`config.mk`:
```
export PLATFORM = sky130hd
export DESIGN_NAME = apb_regfile_completer
export DESIGN_NICKNAME = d
export VERILOG_FILES = /design/src/rtl/apb_regfile_completer.sv
export SDC_FILE = /design/constraint.sdc
export NUM_CORES = 1
export LEC_CHECK = 0
export CORE_AREA = 3 3 130 226
export CTS_CLUSTER_DIAMETER = 200
export CTS_CLUSTER_SIZE = 14
export DETAILED_ROUTE_END_ITERATION = 10
export DIE_AREA = 0 0 133 229
export GPL_TIMING_DRIVEN = 0
export HOLD_SLACK_MARGIN = 0.02
export PLACE_DENSITY = 0.84
export SETUP_SLACK_MARGIN = 0.15
export SLEW_MARGIN = 20
export SYNTH_ARGS = -nofsm -noshare
export SYNTH_HDL_FRONTEND = slang
export SYNTH_SLANG_ARGS = --single-unit
```
`constraint.sdc`:
```
create_clock -name PCLK -period 2.48 [get_ports PCLK]
set_input_delay 0.372 -clock PCLK [delete_from_list [all_inputs] [get_ports PCLK]]
set_output_delay 0.372 -clock PCLK [all_outputs]
set_load 0.02 [all_outputs]
```
`src/rtl/apb_regfile_completer.sv`:
```
// APB4 completer fronting a small word-addressed register bank with byte strobes,
// programmable wait states, error signalling and a flat export of every register.
module apb_regfile_completer #(
  parameter int          ADDR_WIDTH  = 32,
  parameter int          DATA_WIDTH  = 32,
  parameter int          REG_NUM     = 8,
  parameter int          WAIT_CYCLES = 2,
  parameter logic [31:0] ID_VALUE    = 32'hA0B0_0003,
  parameter bit          PRIV_WR     = 1'b1
) (
  input  logic                          PCLK,
  input  logic                          PRESETn,
  input  logic                          PSEL,
  input  logic                          PENABLE,
  input  logic [ADDR_WIDTH-1:0]         PADDR,
  input  logic                          PWRITE,
  input  logic [DATA_WIDTH-1:0]         PWDATA,
  input  logic [3:0]                    PSTRB,
  input  logic [2:0]                    PPROT,
  output logic [DATA_WIDTH-1:0]         PRDATA,
  output logic                          PREADY,
  output logic                          PSLVERR,
  output logic [REG_NUM*DATA_WIDTH-1:0] regs_flat
);

  localparam int         IDX_W   = $clog2(REG_NUM);
  localparam logic [9:0] REG_LIM = 10'(REG_NUM);

  typedef enum logic [1:0] {IDLE, ACCESS_WAIT, DONE} state_t;

  state_t     state_reg, state_next;
  logic [3:0] cnt_reg, cnt_next;
  logic [9:0] idx_reg, idx_next;
  logic       wr_reg, wr_next;
  logic       err_reg, err_next;
  logic       load, commit, rd_hit;
  logic [IDX_W-1:0] rd_sel;

  logic [REG_NUM-1:0][DATA_WIDTH-1:0] regs_reg, regs_next;

  logic unused_ok;
  assign unused_ok = ^{PADDR[ADDR_WIDTH-1:12], PPROT[2:1]};

  always_comb begin
    state_next = state_reg;
    cnt_next   = cnt_reg;
    idx_next   = idx_reg;
    wr_next    = wr_reg;
    err_next   = err_reg;
    load       = 1'b0;
    commit     = 1'b0;
    case (state_reg)
      IDLE: load = PSEL & ~PENABLE;
      ACCESS_WAIT: begin
        if (!PSEL) begin
          state_next = IDLE;
        end else if (PENABLE) begin
          if (cnt_reg <= 4'd1) state_next = DONE;
          else                 cnt_next   = cnt_reg - 4'd1;
        end
      end
      DONE: begin
        commit = wr_reg & ~err_reg;
        load   = PSEL & ~PENABLE;
        if (!load) state_next = IDLE;
      end
      default: state_next = IDLE;
    endcase
    if (load) begin
      idx_next   = PADDR[11:2];
      wr_next    = PWRITE;
      cnt_next   = 4'(WAIT_CYCLES);
      err_next   = (PADDR[11:2] >= REG_LIM) | (PADDR[1:0] != 2'b00) |
                   (PWRITE & (PADDR[11:2] == 10'd0)) |
                   (PWRITE & PRIV_WR & ~PPROT[0]);
      state_next = (WAIT_CYCLES == 0) ? DONE : ACCESS_WAIT;
    end
  end

  // Register 0 is a constant ID; the rest take their post-commit value so a
  // read launched in the same cycle as a write sees the new data.
  genvar gi, bi;
  generate
    for (gi = 0; gi < REG_NUM; gi++) begin : g_reg
      if (gi == 0) begin : g_id
        assign regs_next[gi] = ID_VALUE;
      end else begin : g_rw
        for (bi = 0; bi < 4; bi++) begin : g_byte
          assign regs_next[gi][8*bi +: 8] =
            (commit && idx_reg == 10'(gi) && PSTRB[bi]) ? PWDATA[8*bi +: 8]
                                                        : regs_reg[gi][8*bi +: 8];
        end
      end
    end
  endgenerate

  assign rd_sel = idx_next[IDX_W-1:0];
  assign rd_hit = (state_next == DONE) & ~wr_next & ~err_next;

  always_ff @(posedge PCLK or negedge PRESETn) begin
    if (!PRESETn) begin
      state_reg   <= IDLE;
      cnt_reg     <= 4'd0;
      idx_reg     <= 10'd0;
      wr_reg      <= 1'b0;
      err_reg     <= 1'b0;
      PREADY      <= 1'b0;
      PSLVERR     <= 1'b0;
      PRDATA      <= '0;
      regs_reg    <= '0;
      regs_reg[0] <= ID_VALUE;
    end else begin
      state_reg <= state_next;
      cnt_reg   <= cnt_next;
      idx_reg   <= idx_next;
      wr_reg    <= wr_next;
      err_reg   <= err_next;
      PREADY    <= (state_next == DONE);
      PSLVERR   <= (state_next == DONE) & err_next;
      PRDATA    <= rd_hit ? regs_next[rd_sel] : '0;
      regs_reg  <= regs_next;
    end
  end

  assign regs_flat = regs_reg;

endmodule
```
**Yosys cells after proc, flatten, opt, wreduce, memory -nomap -nowiden**

Cells that the tools add are included.

- Flip-flop bits (word level): 276
- Input bits: 76
- Output and inout bits: 290
- Logic and storage cells: 136

- $add $sub $neg: 1
- Magnitude comparators: 3
- Eq/ne operators: 11
- Mux-type cells: 47
- Bitwise gates (word level): 15
- Reduce and logical (&&, ||, !) cells: 43

Operators by type and width:

| cell | count |
|---|---|
| 2-to-1 mux 8 bit | 28 |
| binary-select mux 32 bit (select 3 bit) | 1 |
| 2-to-1 mux 32 bit | 2 |
| == test 10 x 3 -> 1 bit, second input constant | 4 |
| logical AND 1 bit | 35 |
| == test 10 x 2 -> 1 bit, second input constant | 2 |
| 2-to-1 mux 4 bit | 5 |
| == test 10 x 1 -> 1 bit, second input constant | 1 |
| >= comparator 10 x 4 -> 1 bit, second input constant | 1 |
| zero test 10 bit | 1 |
| 2-to-1 mux 2 bit | 5 |
| nonzero test 2 bit | 4 |
| AND 1 bit | 7 |
| one-hot mux 2 bit (3 select lines) | 1 |
| inverter 1 bit | 5 |
| == test 2 bit, second input constant | 2 |
| less-or-equal comparator 4 x 1 -> 1 bit, second input constant | 1 |
| < comparator 3 x 4 -> 1 bit, second input constant | 1 |
| 2-to-1 mux 1 bit | 4 |
| AND reduction 4 bit | 1 |
| subtractor 4 x 1 -> 4 bit, second input constant | 1 |
| 2-to-1 mux 3 bit | 1 |
| bitwise OR 1 bit | 3 |
| == test 2 x 1 -> 1 bit, second input constant | 1 |
| other kinds (3) | 3 |

**Logic depth before layout (Yosys ltp)**

Gate-level depths: netlist of the first run.

- Word-level depth: 10
- Depth in mapped cells: 10
- Gate-level depth less buffers: 8

**Worst setup path after synthesis of the first run**

No wires, ideal clock.

- Path kind: register -> register
- From: register state_reg[0]
- To: register PRDATA[0]
- Library setup time: 0.131 ns
- Data arrival time: 2.558 ns
- Required time: 2.349 ns
- Path slack: -0.209 ns
- Stages on the path, launching flop included: 8
- Buffers on the path: 1
- Period minus slack after synthesis: 2.689 ns
- Path through: dfrtp_1 -> buf_6 -> or4_4 -> nor4_2 -> mux2_2 -> mux2_4 -> o221ai_1 -> o41ai_1

RTL lines:

| element | RTL line | RTL |
|---|---|---|
| start, declared | 31 | `state_t state_reg, state_next;` |
| start signal, assigned | 113 | `state_reg <= state_next;` |
| end signal, assigned | 120 | `PRDATA <= rd_hit ? regs_next[rd_sel] : '0;` |
| end, declared | 20 | `output logic [DATA_WIDTH-1:0] PRDATA,` |

==> summary.md, run 1 <==
| Metric | Value |
|---|---|
| Status | `complete, but fails checks` |
| Failing checks | `negative setup slack` |
| Area leader, netlist | `dfrtp_1` |
| Pleak | `8.13 nW` |
| Sequential power share | `49.0%` |
| Crit path max fanout | `7` |
| CTS Root Cell | `clkbuf_16` |
| DRT Wirelength | `42.2 mm` |
| Crit path DAT | `3140 ps` |
| Port Buffer Count | `310` |
| Synthesized flop and latch total | `276` |
| Mapped cell area | `11900 sq um` |
| Worst hold path type | `input pin to asynchronous set/reset pin` |
| Internal Power | `6.88 mW` |
| RSZ-0062 raised after global routing | `yes` |
| TritonCTS Buffers | `23` |
| Startpoint Class | `flip-flop` |
| Clk_skew | `13.1 ps` |
| Htree depth | `1` |
| Vias in the first global route | `10.2k` |
| Pre-Repair DR Iteration Count | `6` |
| Area Overhead vs Synth | `51.7%` |
| Count leader, synth | `dfrtp_1` |
| Total track usage | `26.3%` |
| Max reg flops | `224` |
| Drt drc | `0` |
| Via density per instance | `5.70` |
| Yosys warns | `0` |
| Final total power | `9.44 mW` |
| Detailed-route wire length per cell | `25.0 microns` |
| Synth cell count leaders | `dfrtp_1, mux2_2, a22oi_1` |
| Starting Density | `42.6%` |
| EDFF count, synth | `0` |
| Slowest CP cell | `or4b_4` |
| P_sw | `2.56 mW` |
| PD cells | `524 nW/um^2` |
| Synth Area in XOR/XNOR | `0.221%` |
| WHS | `442 ps` |
| Worst-path clk slew | `70 ps` |
| Critical path class | `flip-flop to flip-flop` |
| Post-synthesis mux area share | `22.6%` |
| Sequence of cells on the critical path | `nand4bb_1, or4b_4, buf_6, buf_12, mux2_4, a222oi_1, a31oi_1` |
| Yosys cell types | `63` |
| Antenna viol nets, final | `0` |
| Sequential-to-total area share from yosys stat | `58.1%` |
| HPWL Detailed | `30.0 mm` |
| Bufs on Longest Clock Path | `3` |
| Final Hold Vio Count | `0` |
| Switching share of total power | `27.2%` |
| Clock sinks | `276` |
| Setup ws final | `-258 ps` |
| Slew Viols, Final | `0` |
| Vias | `9645` |
| CP Buf/Inv Count | `2` |
| Most used DFF post-synth | `dfrtp_1` |
| Critical Path End Type | `flip-flop` |
| Top cell type's share of synthesized area | `58.1%` |
| Adder-cell share of the synthesized area | `0.211%` |
| Core Area | `27900 sq um` |
| Tcrit/Tclk final | `110%` |
| Syn_area_per_cell | `13.7 sq um` |
| Post-synthesis compound-gate area fraction | `8.35%` |
| First-pass GRT wire length | `61.4 mm` |
| Die Area | `30500 sq um` |
| CP Data Required Time | `2880 ps` |
| Share of layout cells above drive strength 1 | `38.3%` |
| Max-Slew Margin vs Limit | `48.1%` |
| Ant diodes | `0` |
| Routability cong. | `0.864` |
| Initial antenna violation count | `0` |
| Delay-heaviest family, CP | `simple AND/OR/NAND/NOR gates` |
| Worst-margin pin slew | `776 ps` |
| Max IR drop VDD | `484 uV` |
| Fill cells | `2013` |
| Clock share of power | `35.0%` |
| Max incr delay on CP | `690 ps` |
| Row cnt | `81` |
| First DRT Iteration DRCs | `578` |
| Fmax | `0.365 GHz` |
| Ports | `366` |
| Endpoints failing setup | `32` |
| Gate power share | `15.9%` |
| Die Height | `229 microns` |
| Grt total ovfl | `0` |
| Synth top area cells | `dfrtp_1, mux2_2, a22oi_1` |
| Post-DP Area | `15700 sq um` |
| Cells after synthesis | `869` |
| Clock Latency Late Sink | `530 ps` |
| Largest family of logic cells by synthesized area | `multiplexers` |
| Design area | `18000 sq um` |
| CTS tree | `built` |
| Synth Area in Simple Gates | `6.59%` |
| Max Cap Viol | `0` |
| Fraction of registers with async set/reset | `100%` |
| Tmin final | `2740 ps` |
| Die Width | `133 microns` |
| Largest net degree at the start of global routing | `104` |
| Fin nets | `1398` |
worst paths after layout:
check / from / endpoint / slack [ps] / cells past startpoint
max: err_reg$_DFF_PN0_ / PRDATA[27]$_DFF_PN0_ / -260 / 7
min: PRESETn / regs_flat[187]$_DFF_PN0_ / 440 / 2
max reg2reg: err_reg$_DFF_PN0_ / PRDATA[27]$_DFF_PN0_ / -260 / 7
min reg2reg: regs_flat[188]$_DFF_PN0_ / regs_flat[188]$_DFF_PN0_ / 500 / 2
max in group asynchronous: PRESETn / idx_reg[2]$_DFF_PN0_ / 1050 / 3
min in group PCLK: PSEL / state_reg[0]$_DFF_PN0_ / 450 / 3
layout by cell type (no fill, tap or decap), drive strengths merged, types with 3 or more instances in the layout:
master	synthesis	routed
a21oi	6	6
nand4	8	8
nor4	5	5
dfrtp	276	276
a22oi	39	39
a211o	3	3
nor4b	4	4
or2	3	3
nand3	17	17
nand2	37	37
nand2b	3	3
a31oi	6	6
o221ai	8	8
mux2	232	232
or4	5	5
buf	47	135
and3	13	13
nor2	26	26
conb	2	32
nor3	4	4
inv	9	10
a41oi	19	19
clkdlybuf4s50	0	309
mux2i	5	5
a222oi	19	19
nor3b	3	3
o22ai	4	4
o21ai	12	12
clkbuf	25	46
cells by family after synthesis:
logic type	after synthesis
AO/OA/AOI/OAI	126
XOR/XNOR	3
adder cells (fa/ha/maj)	2
buffers and inverters	82
flip-flops	276
multiplexers	237
other	2
AND/OR/NAND/NOR	141
timing repair:
item	CTS	global route
pin swaps	57	29
setup buffers	67	16
endpoints found under the setup margin	225	71
gates resized for setup	178	44
hold buffers	1	0
hold endpoints to repair	92	0
worst register-to-register path, cell delays in order (launching register included):
cell       delay (ps)
dfrtp_1           400
nand4bb_1         520
or4b_4            690
buf_6             150
buf_12            140
mux2_4            330
a222oi_1          260
a31oi_1           130
routing by layer:
metal | part of all wire [%] | GRT usage (%)
met1 | 34 | 28.2
met2 | 53 | 48.1
met3 | 6.1 | 4.11
met4 | 6.5 | 15.4
met5 | 0 | 0
stage by stage:
stage | std cells | utilization, % | setup TNS (ps) | worst slack (ps)
after floorplan | 899 | - | -335 | -99.7
after global placement | 1582 | 56.2 | -2875580 | -10310
after detailed placement | 1584 | 56.4 | -44840 | -1350
after CTS | 1677 | 63.6 | -2880 | -207
after global routing | 1693 | 64.7 | -6740 | -322
final | 1693 | 64.7 | -4760 | -258
area by class of cell:
type	instances	area, sq um	share of cell area (%)
flip-flops and latches	276	6910	38.3
well taps	373	467	2.59
inverters	10	45.0	0.250
multi-input cells	541	5360	29.7
repair buffers	396	3930	21.8
clock buffers	23	576	3.19
clock inverters	2	38.8	0.215
plain buffers	72	707	3.92
power by group through the flow:
stage / clock (mW) / combinational [mW] / sequential [mW]
global route: 3.52 / 1.58 / 4.63
finish: 3.31 / 1.50 / 4.63
CTS: 3.38 / 1.45 / 4.62
detailed placement: 0 / 1.09 / 4.70
floorplan: 0 / 0.566 / 4.69
global placement: 0 / 1.06 / 4.70
Power figures use the tool's default switching activity.
==> run 2, diff against run 1 <==
--- a/config.mk
+++ b/config.mk
@@ -5,14 +5,14 @@
 export SDC_FILE = /design/constraint.sdc
 export NUM_CORES = 1
 export LEC_CHECK = 0
-export CORE_AREA = 3 3 130 226
+export CORE_AREA = 3 3 171 173
 export CTS_CLUSTER_DIAMETER = 200
 export CTS_CLUSTER_SIZE = 14
 export DETAILED_ROUTE_END_ITERATION = 10
-export DIE_AREA = 0 0 133 229
+export DIE_AREA = 0 0 174 176
 export GPL_TIMING_DRIVEN = 0
 export HOLD_SLACK_MARGIN = 0.02
-export PLACE_DENSITY = 0.84
+export PLACE_DENSITY = 0.83
 export SETUP_SLACK_MARGIN = 0.15
 export SLEW_MARGIN = 20
 export SYNTH_ARGS = -nofsm -noshare
==> run 2 against run 1 <==
The run still ends with negative setup slack left. Register-to-register slack lost 40 ps. Via count grew 1.9%. Global-route usage grew 1.1 points. Clock power grew 2%. Setup slack lost 39 ps. Power grew 0.80%. Sequential share of layout area shrank 0.88 points. Non-clock buffer count grew 28.
==> summary.md, run 2 (same netlist as run 1, synthesis figures left out) <==
| Metric | Value |
|---|---|
| Status | `complete, but fails checks` |
| Failing checks | `negative setup slack` |
| Share of layout cells above drive strength 1 | `39.7% (+1.5 points)` |
| Final total power | `9.52 mW (+0.80%)` |
| Most frequent CP cell | `buf_6` |
| Clock Latency Late Sink | `530 ps (about the same)` |
| Critical Path End Type | `flip-flop` |
| Crit path DAT | `3150 ps (about the same)` |
| Worst-path clk slew | `70 ps (about the same)` |
| Setup ws final | `-296 ps (-38.5 ps)` |
| CP Depth | `12 (+5)` |
| WHS | `315 ps (-126 ps)` |
| Starting Density | `42.8% (+0.14 points)` |
| Total track usage | `27.4% (+1.1 points)` |
| Core Area | `27800 sq um (-0.32%)` |
| Fin nets | `1426 (+2.0%)` |
| Worst-margin pin slew | `905 ps (+129 ps)` |
| Die Area | `30600 sq um (+0.55%)` |
| Bufs on Longest Clock Path | `3 (unchanged)` |
| Max Cap Viol | `0 (unchanged)` |
| Pre-CTS WS | `-1440 ps (-89.4 ps)` |
| Row cnt | `61 (-25%)` |
| Detailed-route wire length per cell | `25.8 microns (+3.5%)` |
| First-pass GRT wire length | `64.4 mm (+4.9%)` |
| Critical path class | `flip-flop to flip-flop` |
| Slew Viols, Final | `0 (unchanged)` |
| Ports | `366 (unchanged)` |
| Initial antenna violation count | `2 (+2)` |
| Routability cong. | `0.890 (+3.0%)` |
| PD cells | `516 nW/um^2 (-1.5%)` |
| Drt drc | `0 (unchanged)` |
| Vias in the first global route | `10.4k (+1.4%)` |
| RSZ-0062 raised after global routing | `yes` |
| Pre-Repair DR Iteration Count | `8 (+2)` |
| CP Data Required Time | `2860 ps (-20 ps)` |
| First DRT Iteration DRCs | `869 (+50%)` |
| DRT Wirelength | `44.6 mm (+5.5%)` |
| Commonest cells after routing, fill and taps aside | `clkdlybuf4s50_1, dfrtp_1, mux2_2, buf_4, mux2_4` |
| CP Buf/Inv Count | `6 (+4)` |
| Worst hold path type | `input pin to asynchronous set/reset pin` |
| Slowest CP cell | `dfrtp_1` |
| Placed Cells | `1590 (+0.38%)` |
| Design area | `18400 sq um (+2.3%)` |
| Vias | `9825 (+1.9%)` |
| Cell Count, Final, Fillers Out | `1725 (+1.9%)` |
| Area Overhead vs Synth | `55.3%` |
| Max reg flops | `224 (unchanged)` |
| CTS Root Cell | `clkbuf_16` |
| CTS tree | `built` |
| HPWL Detailed | `28.8 mm (-3.7%)` |
| Fill cells | `1947 (-3.3%)` |
| Antenna viol nets, final | `0 (unchanged)` |
| Max incr delay on CP | `400 ps (-290 ps)` |
| Tmin final | `2780 ps (+38.5 ps)` |
| Max IR drop VDD | `399 uV (-18%)` |
| R2R setup slack | `-300 ps (-40 ps)` |
| Fmax | `0.360 GHz (-1.4%)` |
| Most common cell after layout, fill and taps aside | `clkdlybuf4s50_1` |
| Htree depth | `1 (unchanged)` |
| Delay-heaviest family, CP | `simple AND/OR/NAND/NOR gates` |
| Ant diodes | `0 (unchanged)` |
| TritonCTS Buffers | `23 (unchanged)` |
| Via density per instance | `5.70 (about the same)` |
| Setup TNS Final | `-7080 ps (-2320 ps)` |
| Grt total ovfl | `0 (unchanged)` |
| Startpoint Class | `flip-flop` |
| Final Hold Vio Count | `0 (unchanged)` |
| Clock sinks | `276 (unchanged)` |
| Post-DP Area | `15800 sq um (+0.22%)` |
| Die Height | `176 microns (-23%)` |
| Largest net degree at the start of global routing | `99 (-4.8%)` |
| R2R depth | `12 (+5)` |
| Die Width | `174 microns (+31%)` |
| Port Buffer Count | `310 (unchanged)` |
| Max-Slew Margin vs Limit | `39.5% (-8.6 points)` |
| Crit path max fanout | `8 (+1)` |
| Sequence of cells on the critical path | `buf_6, buf_6, nor4_4, and2_4, buf_8, and3_4, buf_12, buf_4, buf_6, mux2_4, a222oi_1, a41oi_1` |
| Endpoints failing setup | `33 (+3.1%)` |
| Tcrit/Tclk final | `112% (+1.6 points)` |
| Clk_skew | `20.6 ps (+7.51 ps)` |
| Fin util | `66.4% (+1.7 points)` |
| Pleak | `8.34 nW (+2.7%)` |
[run 2: cell count changes in the layout (fill, tap and decap cells not counted), moves of 3 or more]
cell,before,now
mux2_2,186,156
mux2_4,46,76
buf_6,16,36
clkbuf_4,1,9
clkbuf_8,11,4
buf_4,99,103
buf_8,3,7
nand3_2,6,2
nand3_4,3,7
a41oi_1,9,12
a41oi_2,10,7
[run 2: layout make-up]
cell class	count	area, sq um	area share [%]
flip-flops and latches	276	6910	37.4
inverters	10	42.5	0.231
well taps	378	473	2.56
plain buffers	72	652	3.53
multi-input cells	541	5520	29.9
repair buffers	424	4250	23.0
clock inverters	1	30.0	0.163
clock buffers	23	576	3.12
[run 2: worst reg2reg max path: stages, from the launching register on]
cell,delay (ps)
dfrtp_1,400
buf_6,120
buf_6,110
nor4_4,410
and2_4,230
buf_8,100
and3_4,200
buf_12,140
buf_4,120
buf_6,80
mux2_4,290
a222oi_1,290
a41oi_1,160
[run 2: power breakdown]
| group | internal [mW] | switching, mW | leakage [nW] |
|---|---|---|---|
| logic | 0.542 | 0.980 | 4.23 |
| registers | 4.56 | 0.0724 | 3.82 |
| clock network | 1.74 | 1.62 | 0.298 |
[run 2: what timing repair did]
item,CTS,global route
endpoints found under the setup margin,232,85
buffers inserted,85,24
endpoints found under the hold margin,35,0
pin swaps,47,54
hold buffers,1,0
gates resized for setup,167,111
cloned,1,0
[run 2: routing by layer]
layer  vias up  wire length (microns)  track usage [%]
li1       4151                      -                -
met1      5060                  17900             35.1
met2       507                  21500             45.5
met3       103                   3580             6.13
met4         4                   1660             10.9
met5         -                     21                0
[run 2: final timing paths]
kind / startpoint / endpoint
worst max-delay path: idx_reg[5]$_DFFE_PN0P_ / PRDATA[10]$_DFF_PN0_
worst min-delay path: PRESETn / regs_flat[143]$_DFF_PN0_
worst max register to register: idx_reg[5]$_DFFE_PN0P_ / PRDATA[10]$_DFF_PN0_
worst min register to register: cnt_reg[1]$_DFFE_PN0P_ / cnt_reg[1]$_DFFE_PN0P_
max in group asynchronous: PRESETn / regs_flat[229]$_DFF_PN0_
min in group PCLK: PSEL / state_reg[0]$_DFF_PN0_
==> run 3, diff against run 2 <==
--- a/config.mk
+++ b/config.mk
@@ -5,14 +5,14 @@
 export SDC_FILE = /design/constraint.sdc
 export NUM_CORES = 1
 export LEC_CHECK = 0
-export CORE_AREA = 3 3 171 173
+export CORE_AREA = 3 3 204 206
 export CTS_CLUSTER_DIAMETER = 200
 export CTS_CLUSTER_SIZE = 14
 export DETAILED_ROUTE_END_ITERATION = 10
-export DIE_AREA = 0 0 174 176
+export DIE_AREA = 0 0 207 209
 export GPL_TIMING_DRIVEN = 0
 export HOLD_SLACK_MARGIN = 0.02
-export PLACE_DENSITY = 0.83
+export PLACE_DENSITY = 0.64
 export SETUP_SLACK_MARGIN = 0.15
 export SLEW_MARGIN = 20
 export SYNTH_ARGS = -nofsm -noshare
==> run 3 against run 2 <==
The run still ends with negative setup slack left. Core utilization fell by 21 points. Power barely moved. Cell count rose by 7.1%. Fmax rose by 1.5%. Wire length rose by 1.6%. Sequential share of layout area rose by 0.84 points. Largest power group unchanged. Highest routed layer unchanged.
==> summary.md, run 3 (same netlist as run 1, synthesis figures left out) <==
| Metric | Value |
|---|---|
| Status | `complete, but fails checks` |
| Failing checks | `negative setup slack` |
| Tcrit/Tclk final | `110% (-1.6 points)` |
| Crit path DAT | `3150 ps (about the same)` |
| Worst hold path type | `input pin to asynchronous set/reset pin` |
| Fin nets | `1400 (-1.8%)` |
| Max-Slew Margin vs Limit | `32.0% (-7.5 points)` |
| Bufs on Longest Clock Path | `3 (unchanged)` |
| Routability cong. | `0.824 (-7.4%)` |
| CTS tree | `built` |
| CP Depth | `8 (-4)` |
| Sequence of cells on the critical path | `or4_4, clkbuf_16, or4_4, buf_12, mux2_4, mux2_4, o221ai_4, o41ai_2` |
| Drt drc | `0 (unchanged)` |
| WHS | `439 ps (+124 ps)` |
| Starting Density | `29.8% (-13 points)` |
| Setup TNS Final | `-4120 ps (+2950 ps)` |
| Slew Viols, Final | `0 (unchanged)` |
| Die Height | `209 microns (+19%)` |
| Ports | `366 (unchanged)` |
| Total track usage | `20.1% (-7.3 points)` |
| Tmin final | `2740 ps (-40.5 ps)` |
| Post-DP Area | `15900 sq um (+1.2%)` |
| Die Width | `207 microns (+19%)` |
| First-pass GRT wire length | `66.4 mm (+3.0%)` |
| Grt total ovfl | `0 (unchanged)` |
| Critical path class | `flip-flop to flip-flop` |
| Max incr delay on CP | `550 ps (+150 ps)` |
| Max Cap Viol | `0 (unchanged)` |
| Endpoints failing setup | `26 (-21%)` |
| CP Data Required Time | `2890 ps (+30 ps)` |
| Detailed-route wire length per cell | `24.5 microns (-5.1%)` |
| Critical Path End Type | `flip-flop` |
| R2R depth | `8 (-4)` |
| Vias | `9348 (-4.9%)` |
| HPWL Detailed | `31.6 mm (+9.4%)` |
| Pre-Repair DR Iteration Count | `8 (unchanged)` |
| First DRT Iteration DRCs | `618 (-29%)` |
| CTS Root Cell | `clkbuf_16` |
| Placed Cells | `1737 (+9.2%)` |
| DRT Wirelength | `45.3 mm (+1.6%)` |
| Initial antenna violation count | `3 (+1)` |
| Setup ws final | `-256 ps (+40.5 ps)` |
| Startpoint Class | `flip-flop` |
| Clk_skew | `18.7 ps (-1.92 ps)` |
| Worst-margin pin slew | `1020 ps (+112 ps)` |
| Antenna viol nets, final | `0 (unchanged)` |
| Crit path max fanout | `6 (-2)` |
| Max reg flops | `224 (unchanged)` |
| Row cnt | `73 (+20%)` |
| PD cells | `527 nW/um^2 (+2.2%)` |
| Core Area | `39800 sq um (+43%)` |
| Die Area | `43300 sq um (+41%)` |
| Port Buffer Count | `310 (unchanged)` |
| Commonest cells after routing, fill and taps aside | `clkdlybuf4s50_1, dfrtp_1, mux2_2, buf_4, nand2_1` |
| Clock sinks | `276 (unchanged)` |
| Design area | `18000 sq um (-2.2%)` |
| Via density per instance | `5.06 (-11%)` |
| Clock Latency Late Sink | `530 ps (about the same)` |
| Largest net degree at the start of global routing | `94 (-5.1%)` |
| Most common cell after layout, fill and taps aside | `clkdlybuf4s50_1` |
| TritonCTS Buffers | `23 (unchanged)` |
| Htree depth | `1 (unchanged)` |
| Vias in the first global route | `9955 (-4.0%)` |
| Pleak | `8.10 nW (-2.9%)` |
| CP Buf/Inv Count | `2 (-4)` |
| Area Overhead vs Synth | `51.8%` |
| Fmax | `0.366 GHz (+1.5%)` |
| Cell Count, Final, Fillers Out | `1848 (+7.1%)` |
| Delay-heaviest family, CP | `simple AND/OR/NAND/NOR gates` |
| Final total power | `9.51 mW (about the same)` |
| Final Hold Vio Count | `0 (unchanged)` |
| Max IR drop VDD | `399 uV (-0.14%)` |
| RSZ-0062 raised after global routing | `yes` |
| Share of layout cells above drive strength 1 | `37.4% (-2.3 points)` |
| Slowest CP cell | `or4_4` |
| Worst-path clk slew | `70 ps (about the same)` |
## run 3: cell count changes in the layout (fill, tap and decap cells not counted), sizes merged
cell	change
buf	-24
clkbuf	-2
diode	+2
## run 3: path summary, 6_finish.rpt
check	start	to	slack, ps
setup / recovery	idx_reg[4]$_DFFE_PN0P_	PRDATA[1]$_DFF_PN0_	-260
hold / removal	PRESETn	regs_flat[46]$_DFF_PN0_	440
setup reg to reg	idx_reg[4]$_DFFE_PN0P_	PRDATA[1]$_DFF_PN0_	-260
hold reg to reg	cnt_reg[1]$_DFFE_PN0P_	cnt_reg[1]$_DFFE_PN0P_	510
max in group asynchronous	PRESETn	idx_reg[3]$_DFFE_PN0P_	1090
min in group PCLK	PSEL	state_reg[0]$_DFF_PN0_	440
## run 3: per-layer routing
layer	track usage [%]	share of wire [%]	vias to the layer above
met5	0.111	0.029	-
met4	5.41	2.7	2
met3	4.88	6.6	64
met2	33.1	48	353
met1	26.5	43	4807
li1	-	-	4122
## run 3: metrics by stage
step / utilization (%) / worst slack (ps)
final: 45.3 / -256
after global placement: 39.8 / -11230
after detailed placement: 40.0 / -1630
after global routing: 45.3 / -321
after floorplan: - / -99.7
after CTS: 44.4 / -223
## run 3: layout make-up
type / count / area, sq um
Antenna cell: 2 / 5.00
Buffer: 72 / 656
Timing Repair Buffer: 398 / 3930
Inverter: 10 / 45.0
Tap cell: 525 / 657
Fill cell: 3656 / 21800
Clock buffer: 23 / 576
Multi-Input combinational cell: 541 / 5240
Clock inverter: 1 / 30.0
Sequential cell: 276 / 6910
## run 3: power by group
part	switching (mW)	total [mW]	internal, mW
combinational	0.959	1.51	0.550
clock	1.63	3.37	1.74
sequential	0.0763	4.63	4.56
## run 3: worst reg2reg max path, stage by stage, from the launching register on
cell,delay [ps]
dfrtp_1,400
or4_4,550
clkbuf_16,180
or4_4,490
buf_12,150
mux2_4,300
mux2_4,280
o221ai_4,170
o41ai_2,100
## run 3: repair_timing
action,in CTS,in global routing
setup buffers,61,23
gates cloned,0,0
hold buffers,1,0
pin swaps,50,20
hold endpoints to repair,91,0
gates resized for setup,145,41
endpoints found under the setup margin,243,83
